**config.mk**
```make
export PLATFORM = sky130hd
export DESIGN_NAME = plic_lite_core
export DESIGN_NICKNAME = d
export VERILOG_FILES = /design/src/rtl/plic_lite_core.sv
export SDC_FILE = /design/constraint.sdc
export NUM_CORES = 1
export LEC_CHECK = 0
export ABC_AREA = 1
export CAP_MARGIN = 20
export CELL_PAD_IN_SITES_DETAIL_PLACEMENT = 0
export CELL_PAD_IN_SITES_GLOBAL_PLACEMENT = 1
export CORE_MARGIN = 8
export CORE_UTILIZATION = 39
export DETAILED_ROUTE_END_ITERATION = 10
export PLACE_DENSITY_LB_ADDON = 0.1
export REMOVE_ABC_BUFFERS = 1
export SLEW_MARGIN = 20
export SYNTH_ARGS = -nofsm -noshare
export SYNTH_HDL_FRONTEND = slang
export SYNTH_SLANG_ARGS = --single-unit
```
**constraint.sdc**
```tcl
create_clock -name h_clk -period 8.86 [get_ports h_clk]
set_input_delay 0.886 -clock h_clk [delete_from_list [all_inputs] [get_ports h_clk]]
set_output_delay 0.886 -clock h_clk [all_outputs]
set_load 0.05 [all_outputs]
```
**src/rtl/plic_lite_core.sv**
```systemverilog
// Lightweight platform interrupt controller core: per-source gateways, per-target
// priority arbitration with threshold, and a single-port config/claim/complete bus.
module plic_lite_core #(
  parameter int SOURCES = 8,
  parameter int TARGETS = 2,
  parameter int PRIO_W  = 3
) (
  input  logic               h_clk,
  input  logic               h_rst,
  input  logic [SOURCES-1:0] src,
  output logic [TARGETS-1:0] irq,
  input  logic               cfg_we,
  input  logic               cfg_re,
  input  logic [11:0]        cfg_addr,
  input  logic [31:0]        cfg_wdata,
  output logic [31:0]        cfg_rdata,
  output logic               cfg_rvalid
);

  localparam logic [1:0] GW_IDLE = 2'd0;
  localparam logic [1:0] GW_PEND = 2'd1;
  localparam logic [1:0] GW_CLMD = 2'd2;

  logic [PRIO_W-1:0]  prio_q [SOURCES];
  logic [PRIO_W-1:0]  prio_d [SOURCES];
  logic [SOURCES-1:0] en_q   [TARGETS];
  logic [SOURCES-1:0] en_d   [TARGETS];
  logic [PRIO_W-1:0]  thr_q  [TARGETS];
  logic [PRIO_W-1:0]  thr_d  [TARGETS];
  logic [1:0]         gw_q   [SOURCES];
  logic [1:0]         gw_d   [SOURCES];
  logic [TARGETS-1:0] irq_q, irq_d;
  logic [31:0]        rdata_q, rdata_d;
  logic               rvalid_q;

  logic [3:0]         region_s;
  logic [7:0]         idx_s;
  logic               tgt_ok_s;
  logic               claim_s;
  logic               cmpl_s;
  logic [4:0]         claim_id_s;
  logic [4:0]         winner_s [TARGETS];
  logic [PRIO_W-1:0]  best_p_s;
  logic [4:0]         best_id_s;
  logic               hit_s;
  logic [SOURCES-1:0] pend_s;
  logic               unused_s;

  assign region_s = cfg_addr[11:8];
  assign idx_s    = cfg_addr[7:0];
  assign tgt_ok_s = (idx_s < 8'(TARGETS));
  assign claim_s  = cfg_re && !cfg_we && (region_s == 4'h3) && tgt_ok_s;
  assign cmpl_s   = cfg_we && (region_s == 4'h3) && tgt_ok_s;
  assign unused_s = ^cfg_wdata;

  // Per-target arbitration: seeding the best priority with the threshold makes
  // the compare strict and keeps priority 0 out; strict '>' keeps the lowest ID on ties.
  always_comb begin
    best_p_s  = '0;
    best_id_s = 5'd0;
    hit_s     = 1'b0;
    for (int t = 0; t < TARGETS; t++) begin
      best_p_s  = thr_q[t];
      best_id_s = 5'd0;
      for (int i = 0; i < SOURCES; i++) begin
        hit_s     = (gw_q[i] == GW_PEND) && en_q[t][i] && (prio_q[i] > best_p_s);
        best_p_s  = hit_s ? prio_q[i] : best_p_s;
        best_id_s = hit_s ? 5'(i + 1) : best_id_s;
      end
      winner_s[t] = best_id_s;
    end
  end

  always_comb begin
    claim_id_s = 5'd0;
    pend_s     = '0;
    for (int t = 0; t < TARGETS; t++) begin
      claim_id_s = (idx_s == 8'(t)) ? winner_s[t] : claim_id_s;
    end
    for (int i = 0; i < SOURCES; i++) begin
      pend_s[i] = (gw_q[i] == GW_PEND);
    end
  end

  // Configuration writes and gateway next-state
  always_comb begin
    prio_d = prio_q;
    en_d   = en_q;
    thr_d  = thr_q;
    gw_d   = gw_q;
    for (int i = 0; i < SOURCES; i++) begin
      prio_d[i] = (cfg_we && region_s == 4'h0 && idx_s == 8'(i + 1)) ?
                  cfg_wdata[PRIO_W-1:0] : prio_q[i];
      case (gw_q[i])
        GW_IDLE: gw_d[i] = src[i] ? GW_PEND : GW_IDLE;
        GW_PEND: gw_d[i] = (claim_s && claim_id_s == 5'(i + 1)) ? GW_CLMD : GW_PEND;
        GW_CLMD: gw_d[i] = (cmpl_s && cfg_wdata[4:0] == 5'(i + 1)) ? GW_IDLE : GW_CLMD;
        default: gw_d[i] = GW_IDLE;
      endcase
    end
    for (int t = 0; t < TARGETS; t++) begin
      en_d[t]  = (cfg_we && region_s == 4'h1 && idx_s == 8'(t)) ?
                 cfg_wdata[SOURCES-1:0] : en_q[t];
      thr_d[t] = (cfg_we && region_s == 4'h2 && idx_s == 8'(t)) ?
                 cfg_wdata[PRIO_W-1:0] : thr_q[t];
      irq_d[t] = (winner_s[t] != 5'd0);
    end
  end

  // Read mux; a read colliding with a write returns 0
  always_comb begin
    rdata_d = 32'd0;
    if (cfg_re && !cfg_we) begin
      if (cfg_addr == 12'h400) begin
        rdata_d = 32'(pend_s);
      end else begin
        for (int i = 0; i < SOURCES; i++) begin
          rdata_d = (region_s == 4'h0 && idx_s == 8'(i + 1)) ? 32'(prio_q[i]) : rdata_d;
        end
        for (int t = 0; t < TARGETS; t++) begin
          rdata_d = (region_s == 4'h1 && idx_s == 8'(t)) ? 32'(en_q[t])  : rdata_d;
          rdata_d = (region_s == 4'h2 && idx_s == 8'(t)) ? 32'(thr_q[t]) : rdata_d;
        end
        rdata_d = claim_s ? 32'(claim_id_s) : rdata_d;
      end
    end else begin
      rdata_d = 32'd0;
    end
  end

  // State registers
  always_ff @(posedge h_clk or posedge h_rst) begin
    if (h_rst) begin
      for (int i = 0; i < SOURCES; i++) begin
        prio_q[i] <= '0;
        gw_q[i]   <= GW_IDLE;
      end
      for (int t = 0; t < TARGETS; t++) begin
        en_q[t]  <= '0;
        thr_q[t] <= '0;
      end
      irq_q    <= '0;
      rdata_q  <= 32'd0;
      rvalid_q <= 1'b0;
    end else begin
      prio_q   <= prio_d;
      gw_q     <= gw_d;
      en_q     <= en_d;
      thr_q    <= thr_d;
      irq_q    <= irq_d;
      rdata_q  <= rdata_d;
      rvalid_q <= cfg_re;
    end
  end

  assign irq        = irq_q;
  assign cfg_rdata  = rdata_q;
  assign cfg_rvalid = rvalid_q;

endmodule

```
==> results.md <==
* IO Port Bufs at 42
* Library cells used by synthesis at 44
* Reg-to-Reg Start: prio_q[23]
* Design area at 7130 um^2
* Worst R2R End: gw_q[0]
* Crit path DAT at 8.41 ns
* R2R cell count at 64
* Synthesized area per cell at 7.05 um^2
* Routability cong. at 0.899
* Die X at 137 um
* Pleak at 3.37 nW
* Switching share of power at 26.2%
* Synth Warn # at 0
* Max incr delay on CP at 0.42 ns
* P_int at 579 uW
* Net total in the final layout at 994
* Tot Pwr at 785 uW
* Largest cells by area after synthesis: dfrtp_1 (32%), nand2_1 (12%), o21ai_0 (8.5%), inv_1 (8.2%), ha_1 (7.2%)
* Syn Inst Count at 809
* Status: finished, final reports clean
* Yosys top cell area share at 32.0%
* Crit path launch type: register
* Initial antenna violation count at 0
* Synth Area in XOR/XNOR at 0%
* Cell taking the most area after synthesis: dfrtp_1
* Simple logic cell fraction of the synthesized area at 30.1%
* Most frequent cells in the layout: nand2_1 (167), inv_1 (122), o21ai_0 (76)
* Met1 Usage GRT at 24.5%
* Slew @ Worst Pin at 0.792 ns
* Routed via count at 5,608
* Row cnt at 44
* GRT Overall Usage at 19.6%
* Worst-case clock buffer depth at 2
* Slew Viols, Final at 0
* Crit path max-delay cell type: dfrtp_1
* CTS sink count at 73
* Clock latency on the worst-skew pair at 0.35 ns
* PD cells at 110 nW/um^2
* GR Overflow Total at 0
* Antenna viol nets, final at 0
* IO Pins at 91
* Worst rel slew slack at 46.7%
* Final setup viols at 0
* Root Buffer Master: clkbuf_16
* GRT busiest layer: met2
* CTS tree: done
* Sequential Power Share at 42.8%
* Complex-gate fraction of the synthesized area at 18.2%
* Critical Path Sink Type: register
* Worst Setup EP: gw_q[0]
* Main combinational cell family by area after synthesis: simple AND/OR/NAND/NOR gates
* CTS Buf Count at 9
* Chip Height at 137 um
* Placed cell areas at 6510 um^2
* FMAX at 0.122 GHz
* GR Layer Usage met3 at 3.56%
* Hold Crit Class: register to register
* Fraction of layout cells with a size suffix above 1 at 19.0%
* Clk pin slew, worst setup/hold paths at 0.06 ns
* Comb power frac at 9.3%
* R2r setup slk at 0.69 ns
* Seq cells post-synth at 73
* Drt wl/cell at 16.3 um
* Leading cell type in the layout, fill and taps excluded: nand2_1
* GR Util met2 at 33.0%
* Vias in the first global route at 5,575
* Adder-Cell Fraction of Synth Area at 7.24%
* CP max FO at 8
* Clock group share of total power at 47.9%
* Peak VDD IR at 0.0767 mV
* Htree depth at 3
* Worst path required time at 9.10 ns
* Starting Density at 39.6%
* Largest net degree at the start of global routing at 74
* Global-route wire length before repair at 28.4 mm
* Residual DRC at 0
* Minimum clock period at 8.17 ns
* Switching Power at 206 uW
* Skew final at 0.00709 ns
* WS Path Type: register to register
* Most used cell, CP: nand2_1
* Routed WL at 17.9 mm
* TritonRoute pass-1 iters at 5
* Period Utilization, post-route at 92.3%
* Drt via density at 5.13
* Post-synthesis cell area at 5710 um^2
* Hold WS at 0.469 ns
* Area growth, synth to finish at 25.0%
* Crit path from: prio_q[23]
* Core ar. at 14,400 um^2
* Register area share after synthesis at 32.0%
* Die ar. at 18,800 um^2
* Final Hold Fails at 0
* Detail Placement HPWL at 14.0 mm
* # diodes at 0
* Post-synthesis mux area share at 0%
* 1st-iter DRT viols at 404
* Max_cap viols at 0
-- routing by layer --
metal / share of wire, % / up-vias
met5: 0 / -
met4: 1.9 / 0
met3: 4.2 / 22
met2: 48 / 129
met1: 46 / 2637
li1: - / 2820
-- cell families (layout without fill, tap and decap cells) --
logic type / Yosys count / in the layout
adders and majority gates: 33 / 33
AOI/OAI and AO/OA: 180 / 180
and+or+nand+nor: 358 / 358
buffers and inverters: 164 / 241
other: 1 / 24
DFF: 73 / 73
-- sequential cells by signal (all words and copies together) (netlist names) --
signal      count
irq             2
en_q           16
thr_q           6
gw_q           16
cfg_rvalid      1
prio_q         24
cfg_rdata       8
-- how the worst min path moves through the flow --
stage | end | cells after the start | slack [ns] | start
floorplan | gw_q[0] | 1 | 0.43 | gw_q[1]
global placement | gw_q[0] | 1 | 0.45 | gw_q[1]
global route | gw_q[0] | 1 | 0.52 | gw_q[1]
finish | gw_q[0] | 1 | 0.47 | gw_q[1]
CTS | gw_q[0] | 1 | 0.47 | gw_q[1]
detailed placement | gw_q[0] | 1 | 0.47 | gw_q[1]
-- power groups by stage --
| stage | Sequential [mW] | Combinational [mW] | Clock (mW) |
|---|---|---|---|
| after CTS | 0.336 | 0.0706 | 0.382 |
| after floorplan | 0.342 | 0.0416 | 0 |
| final | 0.336 | 0.0730 | 0.376 |
| after global placement | 0.342 | 0.0694 | 0 |
| after global routing | 0.336 | 0.0790 | 0.395 |
| after detailed placement | 0.342 | 0.0705 | 0 |
-- critical path, delay by kind of cell (launching register included) --
family / cells / cell delay (ns)
AND/OR/NAND/NOR: 31 / 2.81
adder cells (fa/ha/maj): 8 / 2.37
AO/OA/AOI/OAI: 14 / 1.37
buffers and inverters: 11 / 1.08
flip-flops: 1 / 0.42
-- stage by stage --
step	setup TNS, ns	util [%]	setup slack, ns	cells
after floorplan	0	-	0.672	799
after global placement	-0.120	45.2	-0.0764	1063
after detailed placement	-3.92	45.2	-0.349	1063
after CTS	0	47.3	0.0297	1079
after global routing	-0.273	49.4	-0.0476	1093
final	0	49.4	0.686	1093
-- cell type report --
class | count | area (um^2)
multi-input combinational | 595 | 3450
fill | 1471 | 7290
clock inverter | 5 | 56.3
sequential | 73 | 1830
timing repair buffer | 95 | 835
tap | 184 | 230
clock buffer | 10 | 239
inverter | 131 | 492
-- cell usage after synthesis, drive strengths merged --
library cell,count
a21oi,21
a221oi,1
a311oi,1
a31oi,5
a32oi,1
and2,2
buf,27
clkbuf,6
clkinv,1
conb,1
dfrtp,73
ha,33
inv,130
nand2,204
nand3,57
nand4,10
nor2,69
nor3,9
nor3b,1
nor4,4
o2111ai,2
o211ai,14
o21a,4
o21ai,116
o21bai,6
o221ai,6
o22ai,1
o311ai,1
o31ai,1
or4,2
-- what timing repair did --
action / CTS / global route
endpoints found under the setup margin: 21 / 22
pin swaps: 0 / 30
gates resized for setup: 8 / 61
setup buffers: 1 / 13
hold buffers: 0 / 0
Power figures use the tool's default switching activity.
